`src/rtl/membus_pkg.sv`:
```
// Shared types for the unified-memory arbiter: in-flight owner tag and request/response bundles.
// Struct widths are fixed to the default bus geometry.
package membus_pkg;

   localparam int MEMBUS_ADDR_W = 16;
   localparam int MEMBUS_DATA_W = 64;

   typedef enum logic [1:0] {
      OWN_NONE = 2'd0,
      OWN_I    = 2'd1,
      OWN_D    = 2'd2
   } owner_t;

   typedef struct packed {
      logic                     valid;
      logic                     wen;
      logic [MEMBUS_ADDR_W-1:0] addr;
      logic [MEMBUS_DATA_W-1:0] wdata;
   } membus_req_t;

   typedef struct packed {
      logic                     rvalid;
      logic [MEMBUS_DATA_W-1:0] rdata;
   } membus_resp_t;

endpackage

```
`src/rtl/rr_arbiter2.sv`:
```
// Two-input grant generator, grant is combinational in the request cycle.
// Under contention it alternates (ROUND_ROBIN!=0) or always favours port 1.
module rr_arbiter2 #(
   parameter int ROUND_ROBIN = 1
) (
   input  logic clk,
   input  logic rst,
   input  logic req0_i,
   input  logic req1_i,
   output logic gnt0_o,
   output logic gnt1_o
);

   // last1_q: port 1 won the most recent contention (reset value: port 0 won)
   logic last1_q;
   logic last1_d;

   always_comb begin
      gnt0_o  = 1'b0;
      gnt1_o  = 1'b0;
      last1_d = last1_q;
      if (req0_i && req1_i) begin
         if ((ROUND_ROBIN != 0) && last1_q) begin
            gnt0_o  = 1'b1;
            last1_d = 1'b0;
         end else begin
            gnt1_o  = 1'b1;
            last1_d = 1'b1;
         end
      end else begin
         gnt0_o = req0_i;
         gnt1_o = req1_i;
      end
   end

   always_ff @(posedge clk) begin
      if (!rst) begin
         last1_q <= 1'b0;
      end else begin
         last1_q <= last1_d;
      end
   end

endmodule

```
`src/rtl/membus_arbiter.sv`:
```
// Shares the 1-cycle single-port memory between fetch (I) and load/store (D);
// grants in the request cycle and steers the next-cycle response to the owner.
module membus_arbiter
   import membus_pkg::*;
#(
   parameter int ADDR_WIDTH  = 16,
   parameter int DATA_WIDTH  = 64,
   parameter int ROUND_ROBIN = 1
) (
   input  logic                  clk,
   input  logic                  rst,
   input  logic                  i_valid,
   output logic                  i_ready,
   input  logic [ADDR_WIDTH-1:0] i_addr,
   output logic                  i_rvalid,
   output logic [DATA_WIDTH-1:0] i_rdata,
   input  logic                  d_valid,
   output logic                  d_ready,
   input  logic                  d_wen,
   input  logic [ADDR_WIDTH-1:0] d_addr,
   input  logic [DATA_WIDTH-1:0] d_wdata,
   output logic                  d_rvalid,
   output logic [DATA_WIDTH-1:0] d_rdata,
   output logic                  mem_valid,
   output logic                  mem_wen,
   output logic [ADDR_WIDTH-1:0] mem_addr,
   output logic [DATA_WIDTH-1:0] mem_wdata,
   input  logic                  mem_rvalid,
   input  logic [DATA_WIDTH-1:0] mem_rdata
);

   owner_t tag_q;
   owner_t tag_d;
   logic   gnt_i;
   logic   gnt_d;

   // Port 1 is D so that fixed priority favours the LSU.
   rr_arbiter2 #(
      .ROUND_ROBIN(ROUND_ROBIN)
   ) u_arb (
      .clk    (clk),
      .rst    (rst),
      .req0_i (i_valid),
      .req1_i (d_valid),
      .gnt0_o (gnt_i),
      .gnt1_o (gnt_d)
   );

   assign i_ready = gnt_i;
   assign d_ready = gnt_d;

   always_comb begin
      mem_valid = gnt_i | gnt_d;
      mem_wen   = 1'b0;
      mem_addr  = '0;
      mem_wdata = '0;
      tag_d     = OWN_NONE;
      if (gnt_d) begin
         mem_wen   = d_wen;
         mem_addr  = d_addr;
         mem_wdata = d_wdata;
         tag_d     = OWN_D;
      end else if (gnt_i) begin
         mem_addr = i_addr;
         tag_d    = OWN_I;
      end
   end

   always_ff @(posedge clk) begin
      if (!rst) begin
         tag_q <= OWN_NONE;
      end else begin
         tag_q <= tag_d;
      end
   end

   // Writes also return a response (old word) which the LSU treats as completion.
   assign i_rvalid = mem_rvalid && (tag_q == OWN_I);
   assign d_rvalid = mem_rvalid && (tag_q == OWN_D);
   assign i_rdata  = mem_rdata;
   assign d_rdata  = mem_rdata;

   a_one_ready: assert property (@(posedge clk) !(i_ready && d_ready));
   a_no_orphan: assert property (@(posedge clk) mem_rvalid |-> (tag_q != OWN_NONE));
   a_i_hold:    assert property (@(posedge clk) (rst && i_valid && !i_ready) |=> i_valid);
   a_d_hold:    assert property (@(posedge clk) (rst && d_valid && !d_ready) |=> d_valid);
   a_i_resp:    assert property (@(posedge clk) (rst && i_valid && i_ready) |=> (i_rvalid && !d_rvalid));
   a_d_resp:    assert property (@(posedge clk) (rst && d_valid && d_ready) |=> (d_rvalid && !i_rvalid));

endmodule

```
`config.mk`:
```
export PLATFORM = sky130hd
export DESIGN_NAME = membus_arbiter
export DESIGN_NICKNAME = d
export VERILOG_FILES = /design/src/rtl/membus_pkg.sv /design/src/rtl/rr_arbiter2.sv /design/src/rtl/membus_arbiter.sv
export SDC_FILE = /design/constraint.sdc
export NUM_CORES = 1
export LEC_CHECK = 0
export ABC_CLOCK_PERIOD_IN_PS = 3600
export BUFFER_PORTS_ARGS = -buffer_cell sky130_fd_sc_hd__buf_2
export CAP_MARGIN = 20
export CORE_AREA = 10 10 139 141
export CTS_BUF_LIST = sky130_fd_sc_hd__clkbuf_8
export CTS_CLUSTER_SIZE = 10
export DETAILED_ROUTE_END_ITERATION = 10
export DIE_AREA = 0 0 149 151
export SLEW_MARGIN = 20
export SYNTH_ARGS = -nofsm -noshare
export SYNTH_HDL_FRONTEND = slang
export SYNTH_HIERARCHICAL = 1
export SYNTH_SLANG_ARGS = --single-unit
```
`constraint.sdc`:
```
create_clock -name clk -period 3.6 [get_ports clk]
set_clock_uncertainty 0.2 [all_clocks]
set_input_delay 0.18 -clock clk [delete_from_list [all_inputs] [get_ports clk]]
set_output_delay 0.18 -clock clk [all_outputs]
set_load 0.05 [all_outputs]
```
==> impl_metrics.tcl, run 1 <==
set metrics [dict create \
    status "completed" \
    slew_viol_final 0 \
    worst_pin_slew_ps 648 \
    num_rows 47 \
    startpoint_type "flip-flop" \
    drt-initial-drc-count 47 \
    die-area_sq_um 22500 \
    synth_fa_ha_area_frac 0 \
    synth-simple-area-share 0.265 \
    yosysTopAreaCellShare 0.578 \
    crit_arrival_ps 1820 \
    insertion_delay_ps 210 \
    rrSetupSlack_ps 2030 \
    fin_cells 511 \
    synth_top_area_cell "buf_4" \
    via_per_inst 2.97 \
    drive_gt1_frac 0.667 \
    cts_root_buf "clkbuf_8" \
    initial_core_util 0.106 \
    area_growth_pct 13.6 \
    ant_nets 0 \
    post_cts_resize_count 0 \
    fillCellCount 1935 \
    peakVddDrop_mv 0.111 \
    syn_area_sq_um 1740 \
    hold_path.class "in2reg" \
    period_needed_ps 2200 \
    synth_top_family_by_area "buffers and inverters" \
    syn-num-nets 403 \
    finalSetupTns_ps 0 \
    num_antenna_cells 0 \
    grt_pass1_wl_um 9890 \
    cp-startpoint "u_arb/last1_q$_SDFFE_PN0P_" \
    core_area_sq_um 16500 \
    maxCapViolCount 0 \
    worstSetupPathType "reg2out" \
    p_total_mw 0.546 \
    grt_overflow_total 0 \
    worstPathMaxFanout 17 \
    wl_per_cell_um 14.4 \
    cp-end-kind "primary output" \
    r2r_start "u_arb/last1_q$_SDFFE_PN0P_" \
    synth_xor_xnor_area_share 0 \
    synth_area_leaders "buf_4, and2_1, a22o_1" \
    cts.sinks 3 \
    firstDrtPassIters 4 \
    endpoint "mem_addr[1]" \
    reg2reg_to "tag_q[0]$_SDFF_PP0_" \
    place.port_buffers 187 \
    die_w_um 149 \
    synth-seq-cells 3 \
    dp_slack_ps 1600 \
    cts_setup_buffers 0 \
    place_inst 507 \
    slew_headroom 0.568 \
    rsz0062_at_grt "false" \
    post-route-drc-count 0 \
    die_h_um 151 \
    syn_inst 237 \
    yosys_warnings 6 \
    setup_viol 0 \
    dpl.hpwl_um 6340 \
    hold_viol_final 0 \
    required_ps 3220 \
    leakagePower_nw 1.15 \
    power.density_nw_per_um2 276 \
    clk_pin_slew_worst_paths_ps 30 \
    hold_buffers 0 \
    gp_congestion 0.686 \
    io-pin-count 380 \
    grt_max_degree 84 \
    grt_usage 0.0556 \
    grt_pass1_vias 1687 \
    synth_compound_area_frac 0.0892 \
    timing.final.ws_setup_ps 1400 \
    min_period_over_period 0.612 \
    numCtsBuffers 3 \
    antenna_found_initial 0 \
    dr_total_vias 1520 \
    synth_cell_type_count 16 \
    nNetsFinal 458 \
    synth.avg_cell_area_sq_um 7.34 \
    h-tree-depth 1 \
    cts_tree "yes" \
    worstRegToRegCells 5 \
    fmax_mhz 454 \
    cts_buffer_depth 2 \
    yosysSeqAreaShare 0.0345 \
    routed_wl_um 7370 \
    synthMuxAreaShare 0.00576 \
]
flip-flops by register name, summed over array words and instances, names as in the netlist:
name and flops:
tag_q 2, u_arb/last1_q 1
cell usage in the layout, fill, tap and decap left out, drive strengths merged:
master    n
a22o     16
inv       2
or2       1
dfxtp     3
nand2     3
buf     189
nor2      1
mux2i     1
nand2b    1
nor2b     1
clkbuf    3
and2     67
a21boi    2
and3b     1
worst min-delay path by stage:
| stage | end | cells past startpoint | start | slack (ps) |
|---|---|---|---|---|
| finish | tag_q[0]$_SDFF_PP0_ | 2 | rst | 20 |
| global route | tag_q[0]$_SDFF_PP0_ | 2 | rst | 40 |
| CTS | tag_q[0]$_SDFF_PP0_ | 2 | rst | 20 |
| detailed placement | d_rdata[34] | 0 | mem_rdata[34] | 160 |
| global placement | d_rdata[34] | 0 | mem_rdata[34] | 160 |
| floorplan | tag_q[0]$_SDFF_PP0_ | 1 | rst | 100 |
where the power goes:
part | leakage, nW | internal, mW | switching (mW) | total, mW
sequential | 0.0247 | 0.0355 | 0.00166 | 0.0372
clock | 0.0269 | 0.0726 | 0.0225 | 0.0951
combinational | 1.10 | 0.116 | 0.298 | 0.414
total | 1.15 | 0.224 | 0.322 | 0.546
routing by layer:
layer  track usage  vias up  wire, um
li1              -      717         -
met1        0.0515      592      2440
met2        0.0854      168      3220
met3        0.0442       43      1360
met4        0.0324        0       353
met5             0        -         0
cell type report:
class                   instances  area (sq um)  area share
clock buffers                   3          41.3      0.0209
clock inverters                 1          3.75     0.00190
inverters                       1          3.75     0.00190
multi-input cells              94           641       0.324
flip-flops and latches          3          60.1      0.0304
well taps                     220           275       0.139
repair buffers                189           951       0.481
cell usage after synthesis:
master	number
nor2_1	1
buf_2	1
inv_1	1
a21boi_0	2
and2_1	67
buf_6	3
nor2b_1	1
nand2_1	3
mux2i_1	1
and3b_1	1
buf_4	134
or2_1	1
a22o_1	16
dfxtp_1	3
clkbuf_1	1
nand2b_1	1
worst max-delay path, stage by stage (launching register included):
cell and delay [ps]:
dfxtp_1 390, inv_1 60, a21boi_0 240, nor2b_2 190, buf_4 270, a22o_1 180, buf_2 260
logic make-up (layout without fill, tap and decap cells):
| family | after synthesis | after routing |
|---|---|---|
| flip-flops | 3 | 3 |
| multiplexers | 1 | 1 |
| AND/OR/NAND/NOR | 75 | 75 |
| AO/OA/AOI/OAI | 18 | 18 |
| buffers and inverters | 140 | 194 |
metrics by stage:
stage | cell area [sq um] | utilization | hold slack [ps]
floorplan | 1740 | - | 102
global placement | 1930 | 0.117 | 160
detailed placement | 1930 | 0.117 | 160
CTS | 1980 | 0.120 | 25.0
global route | 1980 | 0.120 | 40.3
finish | 1980 | 0.120 | 21.7
Power figures use the tool's default switching activity.
==> run 2: changes to the inputs <==
Settings changed: ABC_AREA set to 1, ABC_CLOCK_PERIOD_IN_PS 3600 to 2000, CORE_AREA 10 10 139 141 to 10 10 141 143, DIE_AREA 0 0 149 151 to 0 0 151 153.
Clock period 3.6 ns to 2 ns, I/O delays scaled along.
==> run 2 against run 1 <==
Net effect: clock-buffer cell count did not move; critical path depth decreased by 1; largest cell class unchanged; critical path type unchanged; global-route usage up 0.25 points; combinational power rose by 84%; routed wire length is 4.1% higher; largest power group unchanged; total power grew 84%.
==> impl_metrics.tcl, run 2 <==
set metrics [dict create \
    status "completed" \
    grt_pass1_vias 2086 \
    synth_ff_type "dfxtp_1" \
    rsz0062_at_grt "false" \
    wl_per_cell_um 12.4 \
    min_from "mem_rdata[61]" \
    min_period_over_period 0.910 \
    peakVddDrop_mv 0.167 \
    synth_cell_type_count 13 \
    synth_top_area_cell "buf_4" \
    gp_congestion 0.780 \
    yosysTopAreaCellShare 0.510 \
    ys_top_cells_by_count "buf_4, nand2_1, inv_1" \
    yosysSeqAreaShare 0.0316 \
    nNetsFinal 561 \
    die_h_um 153 \
    final_common_cell "buf_2" \
    top_register "tag_q" \
    p_total_mw 1.01 \
    largestRegisters "tag_q: 2 flops, u_arb/last1_q: 1 flops" \
    grt_overflow_total 0 \
    via_per_inst 3.09 \
    place.port_buffers 187 \
    grt_max_degree 49 \
    fillCellCount 2018 \
    syn_area_sq_um 1900 \
    reg2reg_to "tag_q[0]$_SDFF_PP0_" \
    drt-initial-drc-count 55 \
    area_growth_pct 14.3 \
    cp-startpoint "u_arb/last1_q$_SDFFE_PN0P_" \
    worst_pin_slew_ps 494 \
    synth_edf_count 0 \
    synth_xor_xnor_area_share 0 \
    grt_usage 0.0581 \
    maxCapViolCount 0 \
    mostFrequentLayoutCells "buf_2, nand2_1, inv_1, nand3_1, nor2_1" \
    r2r_start "u_arb/last1_q$_SDFFE_PN0P_" \
    hold_path.class "in2out" \
    finalSetupTns_ps 0 \
    drive_gt1_frac 0.497 \
    num_rows 48 \
    core_area_sq_um 17100 \
    grt_pass1_wl_um 11000 \
    synth-seq-cells 3 \
    ant_nets 0 \
    worst_hold_path.endpoint "d_rdata[61]" \
    io-pin-count 380 \
    dr_total_vias 1910 \
    worstSetupPathType "reg2out" \
    synth_most_common_cell "buf_4" \
    rrSetupSlack_ps 740 \
    cts.sinks 3 \
    multi_input_area_sq_um 529 \
    synth_top_family_by_area "buffers and inverters" \
    top_layer_used "met4" \
    synthMuxAreaShare 0 \
    worstRegToRegCells 4 \
    startpoint_type "flip-flop" \
    yosys_warnings 6 \
    holdPathStages 0 \
    ff_latch_area_sq_um 60.1 \
    period_needed_ps 1820 \
    route.met3.wl_um 1590 \
    firstDrtPassIters 4 \
    leakagePower_nw 1.74 \
    syn_inst 339 \
    crit_arrival_ps 1520 \
    fmax_mhz 550 \
    cts_tree "yes" \
    h-tree-depth 1 \
    post-route-drc-count 0 \
    hold_viol_final 0 \
    insertion_delay_ps 220 \
    power.density_nw_per_um2 463 \
    synth-simple-area-share 0.258 \
    initial_core_util 0.111 \
    slew_headroom 0.670 \
    required_ps 1700 \
    die_w_um 151 \
    dpl.hpwl_um 6840 \
    slew_viol_final 0 \
    num_antenna_cells 0 \
    synth.avg_cell_area_sq_um 5.60 \
    antenna_found_initial 0 \
    die-area_sq_um 23100 \
    cts_root_buf "clkbuf_8" \
    synth_area_leaders "buf_4, nand2_1, inv_1" \
    synth_fa_ha_area_frac 0 \
    numCtsBuffers 3 \
    largest_reg_flops 2 \
    synth_compound_area_frac 0.00922 \
    worstPathMaxFanout 19 \
    met1_length_um 2300 \
    clk_pin_slew_worst_paths_ps 40 \
    routed_wl_um 7670 \
    cts_buffer_depth 2 \
    synthArstFlopShare 0 \
    syn-num-nets 505 \
    wl_met2_um 3250 \
    setup_viol 0 \
    cp-end-kind "primary output" \
]
==> run 2: changes by cell type after synthesis, sizes merged, moves of 2 or more <==
cell,before,now
a22o,16,0
and2,67,0
buf,138,140
inv,1,69
nand2,3,102
nand3,0,17
nor2,1,4
==> run 2: report_power, final <==
| part | total (mW) | internal (mW) | switching [mW] |
|---|---|---|---|
| Combinational | 0.763 | 0.198 | 0.565 |
| Clock | 0.175 | 0.131 | 0.0441 |
| Sequential | 0.0670 | 0.0637 | 0.00337 |
==> run 2: per-layer routing <==
metal,up-vias,track usage
met5,-,0.00907
met4,0,0.0436
met3,43,0.0384
met2,201,0.0922
met1,729,0.0507
li1,937,-
==> run 2: repair_timing <==
item / 4_1_cts / 5_1_grt
hold buffers: 2 / 0
resized for setup: 0 / 1
setup buffers: 0 / 0
setup endpoints to repair: 0 / 8
endpoints found under the hold margin: 3 / 0
==> run 2: stage by stage <==
step	util	setup WS, ps	instance area [sq um]	hold slack [ps]	instances
2_1_floorplan	-	55.2	1910	-2.37	339
3_3_place_gp	0.123	243	2100	0.498	613
3_5_place_dp	0.123	239	2100	0.498	613
4_1_cts	0.127	91.4	2160	0.498	619
5_1_grt	0.127	39.4	2170	0.109	619
6_report	0.127	180	2170	0.0118	619
==> run 2: cell type report <==
type,instances,share of cell area
tap,225,0.130
multi-input combinational,127,0.244
sequential,3,0.0277
timing repair buffer,191,0.459
clock buffer,3,0.0190
clock inverter,1,0.00173
inverter,69,0.119
==> run 2: cells by family (layout without fill, tap and decap cells) <==
group / Yosys count / count (layout)
buf+inv: 209 / 264
flops: 3 / 3
compound gates: 3 / 3
simple gates: 124 / 124
==> run 2: worst max-delay path by stage <==
stage                         to  slack, ps  depth (start not counted)
global route        mem_addr[15]         40                          5
detailed placement  mem_addr[14]        240                          6
CTS                 mem_addr[14]         90                          5
finish              mem_addr[14]        180                          5
global placement       mem_valid        240                          5
floorplan           mem_addr[11]         60                          5
==> run 2: worst max-delay path, stage by stage, from the launching register on <==
cell	delay, ps
dfxtp_1	400
nand3_1	170
o21ai_4	240
nand3_1	150
nand2_1	80
buf_2	260
